File: src/rtl/regfile_dump_ctrl.sv
// Walks the register file debug port and streams every register out as little-endian bytes (optional trailing XOR byte under DUMP_CHECKSUM_EN).
// Latency: start edge T -> first byte valid after edge T+2; 2 + NUM_BITS/8 cycles per register with ready held high.
// Backpressure: o_tx_valid/o_tx_data held stable until i_tx_ready; valid is a pure function of state.
module regfile_dump_ctrl #(
    parameter int NUM_BITS = 32,
    parameter int NUM_REGS = 32,
    parameter int ADDR_W   = $clog2(NUM_REGS)
) (
    input  logic                i_clk,
    input  logic                i_reset,
    input  logic                i_start,
    input  logic                i_cpu_halted,
    output logic [ADDR_W-1:0]   o_rf_addr,
    input  logic [NUM_BITS-1:0] i_rf_data,
    output logic [7:0]          o_tx_data,
    output logic                o_tx_valid,
    input  logic                i_tx_ready,
    output logic                o_busy,
    output logic                o_done
);

    localparam int BYTES  = NUM_BITS / 8;
    localparam int BYTE_W = (BYTES > 1) ? $clog2(BYTES) : 1;
    localparam logic [BYTE_W-1:0] LAST_BYTE = BYTE_W'(BYTES - 1);
    localparam logic [ADDR_W-1:0] LAST_REG  = ADDR_W'(NUM_REGS - 1);

    typedef enum logic [2:0] {
        S_IDLE,
        S_ADDR,
        S_LOAD,
        S_SEND,
`ifdef DUMP_CHECKSUM_EN
        S_CKSUM,
`endif
        S_DONE
    } state_t;

    state_t                state;
    state_t                state_nxt;
    logic [ADDR_W-1:0]     index;
    logic [BYTE_W-1:0]     byte_cnt;
    logic [NUM_BITS-1:0]   shift;
    logic                  last_byte;
    logic                  last_reg;
    logic                  start_ok;
`ifdef DUMP_CHECKSUM_EN
    logic [7:0]            cksum;
`endif

    assign last_byte = (byte_cnt == LAST_BYTE);
    assign last_reg  = (index == LAST_REG);
    assign start_ok  = i_start && i_cpu_halted;

    // The address comes straight from the index; it only moves on the last
    // handshake of a word, so it is stable across the ADDR+LOAD read slot.
    assign o_rf_addr = index;

    // State register; synchronous reset abandons any word in flight.
    always_ff @(posedge i_clk) begin
        if (i_reset) begin
            state <= S_IDLE;
        end else begin
            state <= state_nxt;
        end
    end

    // Next-state and outputs; valid/data depend on state only, never on ready.
    always_comb begin
        state_nxt  = state;
        o_tx_valid = 1'b0;
        o_tx_data  = 8'h00;
        o_busy     = 1'b1;
        o_done     = 1'b0;
        case (state)
            S_IDLE: begin
                o_busy = 1'b0;
                if (start_ok) begin
                    state_nxt = S_ADDR;
                end
            end
            S_ADDR: state_nxt = S_LOAD;
            S_LOAD: state_nxt = S_SEND;
            S_SEND: begin
                o_tx_valid = 1'b1;
                o_tx_data  = shift[7:0];
                if (i_tx_ready && last_byte) begin
                    if (!last_reg) begin
                        state_nxt = S_ADDR;
                    end else begin
`ifdef DUMP_CHECKSUM_EN
                        state_nxt = S_CKSUM;
`else
                        state_nxt = S_DONE;
`endif
                    end
                end
            end
`ifdef DUMP_CHECKSUM_EN
            S_CKSUM: begin
                o_tx_valid = 1'b1;
                o_tx_data  = cksum;
                if (i_tx_ready) begin
                    state_nxt = S_DONE;
                end
            end
`endif
            S_DONE: begin
                o_done    = 1'b1;
                state_nxt = S_IDLE;
            end
            default: state_nxt = S_IDLE;
        endcase
    end

    // Datapath: index/byte counter bookkeeping, word capture and byte shifting.
    always_ff @(posedge i_clk) begin
        if (i_reset) begin
            index    <= '0;
            byte_cnt <= '0;
            shift    <= '0;
`ifdef DUMP_CHECKSUM_EN
            cksum    <= 8'h00;
`endif
        end else begin
            case (state)
                S_IDLE: begin
                    if (start_ok) begin
                        index    <= '0;
                        byte_cnt <= '0;
`ifdef DUMP_CHECKSUM_EN
                        cksum    <= 8'h00;
`endif
                    end
                end
                S_LOAD: shift <= i_rf_data;
                S_SEND: begin
                    if (i_tx_ready) begin
                        shift <= shift >> 8;
`ifdef DUMP_CHECKSUM_EN
                        cksum <= cksum ^ shift[7:0];
`endif
                        if (last_byte) begin
                            byte_cnt <= '0;
                            // Index saturates at the last register.
                            if (!last_reg) begin
                                index <= index + ADDR_W'(1);
                            end
                        end else begin
                            byte_cnt <= byte_cnt + BYTE_W'(1);
                        end
                    end
                end
                default: ;
            endcase
        end
    end

endmodule

File: config.mk
export PLATFORM = sky130hd
export DESIGN_NAME = regfile_dump_ctrl
export DESIGN_NICKNAME = d
export VERILOG_FILES = /design/src/rtl/regfile_dump_ctrl.sv
export SDC_FILE = /design/constraint.sdc
export NUM_CORES = 1
export LEC_CHECK = 0
export CORE_AREA = 2 2 73 75
export DETAILED_ROUTE_END_ITERATION = 8
export DIE_AREA = 0 0 75 77
export PLACE_DENSITY = 0.71
export SLEW_MARGIN = 5
export SYNTH_ARGS = -nofsm -noshare
export SYNTH_HDL_FRONTEND = slang
export SYNTH_SLANG_ARGS = --single-unit
File: constraint.sdc
create_clock -name i_clk -period 1.85 [get_ports i_clk]
set_input_delay 0.4625 -clock i_clk [delete_from_list [all_inputs] [get_ports i_clk]]
set_output_delay 0.4625 -clock i_clk [all_outputs]
set_load 0.05 [all_outputs]
=== After elaboration in Yosys (flattened, before gate mapping) ===
Index checks and enable logic that the tools add are counted.
W data, S select, Z words.

* $add $sub $neg: 2
* Equality and inequality tests: 11
* Muxes and demuxes: 19
* Reduce and logical (&&, ||, !) cells: 9

{| class="wikitable"
|+ Operators with widths
! kind !! number
|-
| $pmux W32 S2 || 1
|-
| $mux W32 || 1
|-
| $mux W5 || 4
|-
| $pmux W3 S4 || 1
|-
| $ne A2 B2 Y1 const B || 5
|-
| $pmux W5 S2 || 1
|-
| $mux W3 || 3
|-
| $mux W8 || 1
|-
| $eq A3 B2 Y1 const B || 2
|-
| $mux W2 || 3
|-
| $add A5 B1 Y5 const B || 1
|-
| $eq A5 B5 Y1 const B || 1
|-
| $reduce_and A5 Y1 || 1
|-
| $pmux W2 S2 || 1
|-
| $reduce_and A2 Y1 || 2
|-
| $reduce_bool A2 Y1 || 2
|-
| $eq A3 B1 Y1 const B || 1
|-
| $eq A3 B3 Y1 const B || 1
|-
| $logic_not A3 Y1 || 1
|-
| $mux W1 || 3
|-
| $reduce_and A3 Y1 || 1
|-
| $add A2 B1 Y2 const B || 1
|-
| $eq A2 B2 Y1 const B || 1
|-
| $logic_and A1 B1 Y1 || 2
|}

* Register bits after elaboration: 42
* Input bits: 37
* Output and inout port bits: 16
* Word-level logic and storage cells: 45

=== Depth between registers and ports, before layout ===
* Word-level depth: 5
* Mapped depth: 6
* Mapped depth without buffers: 6

=== Worst setup path before layout ===
Ideal clock, no wire load.

* Path kind: reg-to-output
* Start point: register state[2]
* End point: output o_tx_data[0]
* Arrival: 1.784 ns
* Data required time: 1.387 ns
* Slack: -0.397 ns
* Stages on the path, launching flop included: 6
* Buffers on the path: 2
* Cells stage by stage: dfxtp_1 > buf_6 > nand3b_4 > inv_1 > clkbuf_1 > and2_1

* Word-level cells in the longest chain between the ends: 2

{| class="wikitable"
|+ Ends and longest elaborated chain
! element !! RTL line !! source
|-
| start: declaration || 38 || <nowiki>state_t state;</nowiki>
|-
| start signal: assignment || 63 || <nowiki>state <= state_nxt;</nowiki>
|-
| $eq A3 B2 Y1 || 74 || <nowiki>case (state)</nowiki>
|-
| $mux W8 || 74 ||
|-
| end: declaration || 15 || <nowiki>output logic [7:0] o_tx_data,</nowiki>
|}

Every way passes these cells.

=== Worst setup path after layout ===
* Start point: register index[0], in the netlist o_rf_addr[0]
* End point: register index[0], in the netlist o_rf_addr[0]

* Word-level cells in the longest chain between the ends: 5
* Elaborated cells on any way between the ends: 8
* Classes of those cells: 1 x add/sub; 2 x eq/ne; 4 x mux; 1 x reduce/logical

{| class="wikitable"
|+ Ends and longest elaborated chain
! element !! RTL line !! source
|-
| start: declaration || 40 || <nowiki>logic [ADDR_W-1:0] index;</nowiki>
|-
| start signal: assignment || 146 || <nowiki>index <= index + ADDR_W'(1);</nowiki>
|-
| $add A5 B1 Y5 || 146 ||
|-
| $mux W5 || 145 || <nowiki>if (!last_reg) begin</nowiki>
|-
| $mux W5 || 142 || <nowiki>if (last_byte) begin</nowiki>
|-
| $mux W5 || 137 || <nowiki>if (i_tx_ready) begin</nowiki>
|-
| $pmux W5 S2 || 125 || <nowiki>case (state)</nowiki>
|}

Parallel ways exist; a longest one is shown, timed or not. The select of a mux whose other input is x is not followed.
A chain may end at the register's enable or synchronous reset.

==> metrics.cfg <==
[run_status]
status = completed

[synth]
yosys_most_used_dff = dfxtp_1
synth_top_family_by_area = compound AO/OA/AOI/OAI gates
syn_avg_cell_area_um2 = 8.41
synth_compound_area_frac = 0.286
synth_nets = 290
synth.distinct_cells = 39
syn_area_um2 = 2100
synth_xor_area_frac = 0
muxShareOfSynthArea = 0.00952
synth_edf_count = 0
synth_simple_gate_area_frac = 0.220
yosys.area.top_type = dfxtp_1
synthAdderAreaFrac = 0.0178
seq_area_frac_synth = 0.400
ys_seq_elements = 42
synth_cells = 250
synthTopCellsByArea = dfxtp_1 (40%), o2111ai_1 (9.2%), nand2b_1 (8.3%), a21oi_1 (7.9%), o21ai_0 (7.4%)
synth_warnings = 0
async_reset_ff_frac = 0
synth.top_cell.area_share = 0.400

[sta]
slew_headroom = 0.645
setup_ws_ns = 0.0320
fin_crit_sh = 0.983
slew_viol_final = 0
worstMarginPinSlew_ns = 0.530
fmax_mhz = 550
fin_worst_skew_ns = 0.00671
whs_ns = 0.472
hold_violations = 0
finalCriticalPeriod_ns = 1.82
setup_viol_count_final = 0

[setup_path]
cp-start-kind = flip-flop
cp_slowest_cell = or4_4
critPathArrivalTime_ns = 2.04
path_buf_inv = 1
cp_top_family = simple AND/OR/NAND/NOR gates
critical_path_class = reg2reg
end_kind = flip-flop
cpMostUsedCell = ha_4
crit_chain = ha_4 -> and3_4 -> ha_4 -> nand3b_1 -> buf_4 -> or4_4 -> o21ai_1
required_ns = 2.07
critPathMaxStageDelay_ns = 0.41
cp_max_fo = 5

[global_routing]
grt_max_degree = 37
overflow = 0
antenna_found_initial = 0
track_usage = 0.184
grt_pass1_wl_mm = 8.52
first_global_vias = 1897

[route]
wl_per_cell_um = 13.9
ant_nets = 0
dr.pass1.iters = 4
top_layer_used = met4
drc_errors = 0
num_vias = 2000
drt_iter0_drc = 110
dr_wl_met2_mm = 2.50
wirelength_mm = 5.14
via_per_inst = 5.39
wl_met3_um = 207
wl_met1_mm = 2.38

[clock_network]
h-tree-depth = 2
clock-sinks = 42
clk_path_buf_depth = 2
insertion_delay_ns = 0.29
cts_tree = done
cts_buffers = 5
clk_pin_slew_ns = 0.08
cts_root_buf = clkbuf_8
hold_buffers = 0

[die]
row_count = 26
io_pins = 53
coreArea_um2 = 4980
chipWidth_um = 75
die_area_um2 = 5780
die-height_um = 77
start_util = 0.423

[cells_and_area]
layout_common_cells = dfxtp_1 (37), clkdlybuf4s50_1 (36), a21oi_1 (33)
layout_commonest_cell = dfxtp_1
drive_gt1_frac = 0.219
areaGrowthSynthToFinish_pct = 44.3
fin_nets = 340
antenna_cells = 0

[pwr]
ir_drop_mv = 0.583
p_leak_nw = 1.04
powerDensity_nw_per_um2 = 712

[job]
maxCapViolations = 0

[placed_design]
pre_cts_slack_ns = -0.0872
place.port_buffers = 52
place_congestion = 0.784
hpwl_mm = 3.37

[hold_path]
hold_class = reg2reg

tightest hold or removal path, stage by stage (launching register included):
cell and delay (ns):
dfxtp_1 0.31, o21ai_0 0.06, a21oi_1 0.06
flip-flops by register name, summed over array words and instances (netlist names):
signal,count
shift,32
state,3
byte_cnt,2
o_rf_addr,5
power breakdown:
group	internal (W)	switching, W	total [W]
combinational	0.000236	0.000252	0.000488
clock	0.000349	0.000324	0.000672
sequential	0.000964	0.0000362	0.00100
per-layer routing:
| layer | track usage | vias to the layer above |
|---|---|---|
| li1 | - | 1016 |
| met1 | 0.248 | 934 |
| met4 | 0.0554 | 0 |
| met5 | 0 | - |
| met3 | 0.0394 | 6 |
| met2 | 0.289 | 44 |
final cells by class:
cell class | count | area [um^2]
Multi-Input combinational cell | 177 | 1190
Clock inverter | 1 | 7.51
Tap cell | 70 | 87.6
Sequential cell | 42 | 852
Timing Repair inverter | 1 | 7.51
Fill cell | 442 | 1940
Timing Repair Buffer | 69 | 771
Clock buffer | 7 | 97.6
Inverter | 4 | 18.8
synthesized netlist by cell type (all sizes together) (2+ instances only):
library cell / n
o21ai: 31
mux2i: 2
or4: 4
o221ai: 2
a21oi: 33
nand2b: 28
o32ai: 2
clkbuf: 17
inv: 4
nand2: 13
and2: 9
nor2: 2
ha: 3
a311oi: 2
buf: 10
nand3b: 3
nand3: 5
dfxtp: 42
o2111ai: 22
a31oi: 2
through the flow:
step	power [W]	cells	cell area, um^2	util	TNS, ns
floorplan	0.00130	250	2140	-	0
global placement	0.00149	360	2850	0.573	-0.0161
detailed placement	0.00150	360	2850	0.573	-0.312
CTS	0.00216	368	2980	0.599	0
global route	0.00227	371	3030	0.610	-0.00943
finish	0.00216	371	3030	0.610	0
kinds of logic (layout without fill, tap and decap cells):
family          after synthesis  in the layout
compound gates               97             97
buf+inv                      31             82
flops                        42             42
mux                           2              2
fa+ha+maj                     3              3
simple gates                 75             75
repair_timing:
action                                 4_1_cts  5_1_grt
endpoints found under the hold margin        0        0
setup buffers                                0        2
pin swaps                                    0        2
setup endpoints to repair                   11       14
cloned                                       0        1
resized for setup                            4        8
final timing paths:
path | startpoint | endpoint | slack (ns) | depth (start not counted)
max | o_rf_addr[0] | o_rf_addr[0] | 0.03 | 7
min | shift[21] | shift[21] | 0.47 | 2
max reg2reg | o_rf_addr[0] | o_rf_addr[0] | 0.03 | 7
min reg2reg | shift[21] | shift[21] | 0.47 | 2
No activity file was read; power rests on OpenSTA's default activity.
